===== src/rtl/tx_frame_collector.sv =====
`timescale 1ns/1ps
// Groups tx_en-high runs of a byte stream into frames, buffers each whole frame,
// then replays it on a valid/ready stream with length/XOR/error on the last beat.
module tx_frame_collector #(
  parameter int DATA_DEPTH = 32,
  parameter int DESC_DEPTH = 4,
  parameter int MAX_LEN    = 64
) (
  input  logic        clk,
  input  logic        rst,
  input  logic [7:0]  txd,
  input  logic        tx_en,
  output logic [7:0]  out_data,
  output logic        out_valid,
  input  logic        out_ready,
  output logic        out_last,
  output logic [7:0]  out_len,
  output logic [7:0]  out_chk,
  output logic        out_err,
  output logic [15:0] frm_cnt,
  output logic [15:0] drop_cnt
);
  localparam int DAW = $clog2(DATA_DEPTH);
  localparam int QAW = $clog2(DESC_DEPTH);
  localparam logic [7:0] MAX_LEN8 = 8'(MAX_LEN);

  typedef enum logic [1:0] {SYNC, IDLE, RECV, DROP} in_state_t;
  typedef enum logic {O_IDLE, O_DATA} out_state_t;
  typedef struct packed {
    logic [7:0] len;
    logic [7:0] chk;
    logic       err;
  } desc_t;

  // ---------------- byte FIFO (extra pointer bit distinguishes full/empty)
  logic [7:0] data_mem_q [DATA_DEPTH];
  logic [DAW:0] dwr_q, dwr_d, drd_q, drd_d;
  logic d_push, d_pop, d_full;

  assign d_full = (dwr_q[DAW] != drd_q[DAW]) && (dwr_q[DAW-1:0] == drd_q[DAW-1:0]);

  always_comb begin
    dwr_d = d_push ? dwr_q + (DAW+1)'(1) : dwr_q;
    drd_d = d_pop  ? drd_q + (DAW+1)'(1) : drd_q;
  end

  always_ff @(posedge clk) begin
    if (d_push) data_mem_q[dwr_q[DAW-1:0]] <= txd;
  end

  // ---------------- descriptor FIFO
  desc_t desc_mem_q [DESC_DEPTH];
  logic [QAW:0] qwr_q, qwr_d, qrd_q, qrd_d;
  logic q_push, q_pop, q_full, q_empty;
  desc_t q_wdata, q_rdata;

  assign q_full  = (qwr_q[QAW] != qrd_q[QAW]) && (qwr_q[QAW-1:0] == qrd_q[QAW-1:0]);
  assign q_empty = (qwr_q == qrd_q);
  assign q_rdata = desc_mem_q[qrd_q[QAW-1:0]];

  always_comb begin
    qwr_d = q_push ? qwr_q + (QAW+1)'(1) : qwr_q;
    qrd_d = q_pop  ? qrd_q + (QAW+1)'(1) : qrd_q;
  end

  always_ff @(posedge clk) begin
    if (q_push) desc_mem_q[qwr_q[QAW-1:0]] <= q_wdata;
  end

  // ---------------- input side
  in_state_t   in_state_q, in_state_d;
  logic [7:0]  len_q, len_d, chk_q, chk_d;
  logic        err_q, err_d;
  logic [15:0] frm_cnt_q, frm_cnt_d, drop_cnt_q, drop_cnt_d;
  logic        take_byte;
  logic [7:0]  cur_len, cur_chk;
  logic        cur_err;

  always_comb begin
    in_state_d = in_state_q;
    len_d      = len_q;
    chk_d      = chk_q;
    err_d      = err_q;
    frm_cnt_d  = frm_cnt_q;
    drop_cnt_d = drop_cnt_q;
    d_push     = 1'b0;
    q_push     = 1'b0;
    q_wdata    = '{len: len_q, chk: chk_q, err: err_q};
    take_byte  = 1'b0;
    cur_len    = len_q;
    cur_chk    = chk_q;
    cur_err    = err_q;
    case (in_state_q)
      SYNC: if (!tx_en) in_state_d = IDLE;
      IDLE: begin
        if (tx_en) begin
          if (q_full) begin
            in_state_d = DROP;
            if (drop_cnt_q != 16'hFFFF) drop_cnt_d = drop_cnt_q + 16'd1;
          end else begin
            in_state_d = RECV;
            cur_len    = 8'd0;
            cur_chk    = 8'd0;
            cur_err    = 1'b0;
            take_byte  = 1'b1;
          end
        end
      end
      RECV: begin
        if (tx_en) begin
          take_byte = 1'b1;
        end else begin
          q_push     = 1'b1;
          frm_cnt_d  = frm_cnt_q + 16'd1;
          in_state_d = IDLE;
        end
      end
      DROP: if (!tx_en) in_state_d = IDLE;
      default: in_state_d = SYNC;
    endcase
    // Bytes beyond capacity are counted as an error but never stored.
    if (take_byte) begin
      if (!d_full && (cur_len < MAX_LEN8)) begin
        d_push = 1'b1;
        len_d  = cur_len + 8'd1;
        chk_d  = cur_chk ^ txd;
        err_d  = cur_err;
      end else begin
        len_d  = cur_len;
        chk_d  = cur_chk;
        err_d  = 1'b1;
      end
    end
  end

  // ---------------- output side
  out_state_t o_state_q, o_state_d;
  logic [7:0] cnt_q, cnt_d, olen_q, olen_d, ochk_q, ochk_d;
  logic       oerr_q, oerr_d;

  always_comb begin
    o_state_d = o_state_q;
    cnt_d     = cnt_q;
    olen_d    = olen_q;
    ochk_d    = ochk_q;
    oerr_d    = oerr_q;
    q_pop     = 1'b0;
    d_pop     = 1'b0;
    out_valid = 1'b0;
    out_last  = 1'b0;
    out_data  = 8'd0;
    out_len   = 8'd0;
    out_chk   = 8'd0;
    out_err   = 1'b0;
    case (o_state_q)
      O_IDLE: begin
        if (!q_empty) begin
          q_pop  = 1'b1;
          olen_d = q_rdata.len;
          ochk_d = q_rdata.chk;
          oerr_d = q_rdata.err;
          // Zero-length frames (all bytes discarded) are consumed silently.
          if (q_rdata.len != 8'd0) begin
            o_state_d = O_DATA;
            cnt_d     = q_rdata.len;
          end
        end
      end
      O_DATA: begin
        out_valid = 1'b1;
        out_data  = data_mem_q[drd_q[DAW-1:0]];
        out_last  = (cnt_q == 8'd1);
        if (out_last) begin
          out_len = olen_q;
          out_chk = ochk_q;
          out_err = oerr_q;
        end
        if (out_ready) begin
          d_pop = 1'b1;
          cnt_d = cnt_q - 8'd1;
          if (out_last) o_state_d = O_IDLE;
        end
      end
      default: o_state_d = O_IDLE;
    endcase
  end

  assign frm_cnt  = frm_cnt_q;
  assign drop_cnt = drop_cnt_q;

  always_ff @(posedge clk or posedge rst) begin
    if (rst) begin
      dwr_q      <= '0;
      drd_q      <= '0;
      qwr_q      <= '0;
      qrd_q      <= '0;
      in_state_q <= SYNC;
      len_q      <= 8'd0;
      chk_q      <= 8'd0;
      err_q      <= 1'b0;
      frm_cnt_q  <= 16'd0;
      drop_cnt_q <= 16'd0;
      o_state_q  <= O_IDLE;
      cnt_q      <= 8'd0;
      olen_q     <= 8'd0;
      ochk_q     <= 8'd0;
      oerr_q     <= 1'b0;
    end else begin
      dwr_q      <= dwr_d;
      drd_q      <= drd_d;
      qwr_q      <= qwr_d;
      qrd_q      <= qrd_d;
      in_state_q <= in_state_d;
      len_q      <= len_d;
      chk_q      <= chk_d;
      err_q      <= err_d;
      frm_cnt_q  <= frm_cnt_d;
      drop_cnt_q <= drop_cnt_d;
      o_state_q  <= o_state_d;
      cnt_q      <= cnt_d;
      olen_q     <= olen_d;
      ochk_q     <= ochk_d;
      oerr_q     <= oerr_d;
    end
  end

endmodule

===== config.mk =====
export PLATFORM = sky130hd
export DESIGN_NAME = tx_frame_collector
export DESIGN_NICKNAME = d
export VERILOG_FILES = /design/src/rtl/tx_frame_collector.sv
export SDC_FILE = /design/constraint.sdc
export NUM_CORES = 1
export LEC_CHECK = 0
export ABC_CLOCK_PERIOD_IN_PS = 9100
export CAP_MARGIN = 0
export CORE_MARGIN = 2
export CORE_UTILIZATION = 55
export CTS_BUF_LIST = sky130_fd_sc_hd__clkbuf_8 sky130_fd_sc_hd__clkbuf_16
export DETAILED_ROUTE_END_ITERATION = 8
export HOLD_SLACK_MARGIN = 0.05
export MAX_ROUTING_LAYER = met4
export PLACE_DENSITY = 0.83
export SETUP_SLACK_MARGIN = 0.4
export SYNTH_ARGS = -nofsm -noshare
export SYNTH_HDL_FRONTEND = slang
export SYNTH_SLANG_ARGS = --single-unit

===== constraint.sdc =====
create_clock -name clk -period 9.1 [get_ports clk]
set_clock_uncertainty 0.1 [all_clocks]
set_input_delay 2.73 -clock clk [delete_from_list [all_inputs] [get_ports clk]]
set_output_delay 2.73 -clock clk [all_outputs]
set_load 0.05 [all_outputs]

==> results.py <==
metrics = {
    "outcome": {
        "status": "complete, no violations",
    },
    "clock_tree": {
        "clk_root_buffer_cell": "clkbuf_16",
        "clock_sinks": 419,
        "ctsResizeCount": 0,
        "cts_post_setup_buffers_inserted": 0,
        "htree_num_levels": 2,
        "cts_inserted_buffers": 42,
        "tritoncts_clock_tree": "yes",
        "cts.reportedPaths.clkPinSlew_ns": 0.06,
        "ctsLongestPathBuffers": 3,
        "worst_skew_late_latency_ns": 0.55,
        "ctsHoldBuffers": 0,
    },
    "synth": {
        "warnings_synthesis": 0,
        "avgSynthCellArea_um2": 17.4,
        "synth-seq-area-share_pct": 70.7,
        "share_of_cell_area_taken_by_muxes_after_synthesis_pct": 13.1,
        "synthDominantCellAreaShare_pct": 56.8,
        "ys_async_sr_fraction_pct": 22.7,
        "synth_cells": 986,
        "synth_area_leaders": "edfxtp_1 57%, dfrtp_1 14%, mux4_2 13%",
        "synthesis.area_mm2": 0.0171,
        "dominant_combinational_cell_family_by_area_after_synthesis": "multiplexers",
        "mappedNetlistNets": 1016,
        "ys_ff_latch": 419,
        "yosysUniqueCellTypes": 54,
        "synth_top_cells_by_count": "324 x edfxtp_1, 106 x nand2_1, 97 x mux4_2",
        "post-synth-top-area-cell": "edfxtp_1",
        "synth_simple_gate_area_share_pct": 7.91,
        "post_synth_edffs": 324,
        "count_leader_synth": "edfxtp_1",
        "yosys.area_share.adder_pct": 1.32,
        "synth-xor-area-share_pct": 3.43,
        "synthFlopType": "edfxtp_1",
        "synth-compound-area-share_pct": 1.97,
    },
    "hold_path": {
        "min-delay-path-class": "register to register",
        "worstHoldEndpoint": "olen_q[1]",
        "hold_path.startpoint": "olen_q[1]",
        "hold_path_depth": 2,
    },
    "floorplan": {
        "floorplan.initialDensity_pct": 56.0,
        "die-area_mm2": 0.0325,
        "number_of_rows_in_the_core_area": 64,
        "die_h_um": 180,
        "boundaryPins": 71,
        "floorplan.die.width_um": 180,
        "core_area_mm2": 0.0306,
    },
    "place": {
        "buffer_ports.inserted": 70,
        "dp_hpwl_um": 22800,
        "post_dp_cell_area_mm2": 0.0182,
        "gp_congestion": 0.918,
    },
    "routing": {
        "detail_route.wirelength.met1_um": 14000,
        "drtAntennaViolNets": 0,
        "route.vias.total": 9159,
        "avgViaCountPerCell": 6.11,
        "highest-signal-layer": "met4",
        "drt-initial-drc-count": 833,
        "total_drc_errors_in_the_routed_layout": 0,
        "met2_length_um": 17300,
        "detail_route.wirelength_um": 35600,
        "met3_length_um": 3220,
        "routedWlPerCell_um": 23.7,
        "dr.pass1.iters": 5,
    },
    "power_and_ir_drop": {
        "max-vdd-ir-drop_uv": 571,
        "power.leakage_uw": 0.00699,
        "cellPowerDensity_mw_per_mm2": 285,
    },
    "critical_path": {
        "rr_startpoint": "qrd_q[1]",
        "rrSetupSlack_ns": 4.63,
        "slowest_cell_on_the_critical_path": "dfrtp_4",
        "r2r-end": "data_mem_q[9][6]",
        "crit_top_cell": "mux4_2",
        "cpPeakStageDelay_ns": 0.97,
        "timing.setup.critical_path_class": "register to primary output",
        "worstSetupStartpointType": "register",
        "crit_fanout": 42,
        "timing.critical_path.buf_inv": 2,
        "crit_path_cell_trace": "buf_4 > mux4_2 > mux4_2 > a22o_1 > clkdlybuf4s50_1",
        "timing.critical_path.to_type": "primary output",
        "rr_worst_depth": 5,
        "worst_ep_required_time_ns": 6.27,
        "worst-endpoint-arrival_ns": 4.17,
        "critical_path.startpoint": "drd_q[0]",
        "cp_top_family": "buffers and inverters",
    },
    "global_route": {
        "first_global_vias": 9228,
        "grt_pass1_wl_um": 55700,
        "global_route.overflow_total": 0,
        "track_usage_pct": 23.1,
        "largest_net_degree_at_the_start_of_global_routing": 51,
        "grt_antenna_before_repair": 0,
    },
    "timing": {
        "tightestPinTransition_ns": 1.13,
        "layout_worst_path_cycle_share_pct": 77.0,
        "timing_max_transition_violations_final": 0,
        "timing.final.crit_period_ns": 7.00,
        "setup_tns_ns": 0,
        "slew_headroom_pct": 24.2,
        "unrepaired_setup_endpoints_after_global_routing": "false",
        "setup_violations": 0,
        "max_freq_mhz": 143,
        "final-hold-violation-count": 0,
    },
    "layout": {
        "synthToLayoutAreaGrowth_pct": 14.5,
        "finish.instance_area_mm2": 0.0196,
        "final_net_count": 1100,
        "layout-drive-gt1-share_pct": 17.3,
    },
    "flow_run": {
        "maxCapViolations": 0,
    },
}
[layout make-up]
type	instances	area, um^2
Multi-Input combinational cell	503	4750
Antenna cell	1	2.50
Fill cell	2065	11000
Sequential cell	419	12100
Tap cell	396	495
Clock inverter	30	240
Timing Repair Buffer	87	823
Clock buffer	46	1120
Inverter	17	66.3
[state kept, by name, summed over array words and instances, names as in the netlist, 8 cells and up]
signal      count
data_mem_q    256
desc_mem_q     68
drop_cnt       16
frm_cnt        16
chk_q           8
cnt_q           8
len_q           8
ochk_q          8
olen_q          8
[worst reg2reg max path, cell delays in order, from the launching register on]
cell     delay, ns
dfrtp_1       0.91
xnor2_1       0.36
a311o_1       0.63
nand2_1       0.61
nand2_1       0.50
nor3_1        1.00
[stage by stage]
stage	utilization, %	cells	setup slack [ns]	total power, uW	hold slack [ns]
2_1_floorplan	-	986	3.79	3480	0.337
3_3_place_gp	59.6	1422	2.65	3890	0.350
3_5_place_dp	59.6	1422	2.55	3930	0.356
4_1_cts	64.1	1498	2.03	5610	0.371
5_1_grt	64.1	1498	1.88	5800	0.403
6_report	64.1	1499	2.10	5590	0.365
[layer usage]
metal  global-route usage (%)  vias up
met3                     4.32       94
li1                         -     3972
met5                        -        -
met4                     7.16        0
met2                     36.2      487
met1                     31.3     4606
[how the worst max path moves through the flow]
stage	to	slack (ns)	depth (start not counted)
after floorplan	chk_q[0]	3.79	1
after global placement	out_data[1]	2.65	5
after detailed placement	data_mem_q[31][6]	2.55	6
after CTS	out_data[1]	2.03	5
after global routing	out_data[1]	1.88	5
final	out_data[1]	2.10	5
[cell families (layout without fill, tap and decap cells)]
family	after synthesis	count (layout)
XOR/XNOR	67	67
adder cells (fa/ha/maj)	18	18
flip-flops	419	419
buffers and inverters	64	180
other	0	1
AND/OR/NAND/NOR	271	271
AO/OA/AOI/OAI	45	45
multiplexers	102	102
[power by group]
part | switching [uW] | total [uW] | leakage, uW | internal, uW
combinational | 810 | 1460 | 0.00214 | 646
sequential | 222 | 2450 | 0.00416 | 2230
clock | 709 | 1680 | 0.000693 | 973
total | 1740 | 5590 | 0.00699 | 3840
[layout by cell type (no fill, tap or decap), types with 5 or more instances in the layout]
cell type,synthesis,final
ha_1,18,18
nand4_1,13,13
mux4_2,97,97
and3_1,26,26
nand3_1,29,29
dfrtp_1,95,93
a22o_1,8,8
xor2_1,33,33
inv_1,16,22
nor4_1,7,7
clkdlybuf4s50_1,0,69
nor2_1,17,17
a21oi_1,5,5
clkbuf_16,0,43
o21ai_0,10,10
clkinv_2,0,9
nor3_1,22,22
nor2b_1,7,7
xnor2_1,34,34
clkinv_1,1,6
edfxtp_1,324,324
nand2_1,106,106
buf_4,1,17
and2_1,26,26
No activity file was read; power rests on OpenSTA's default activity.
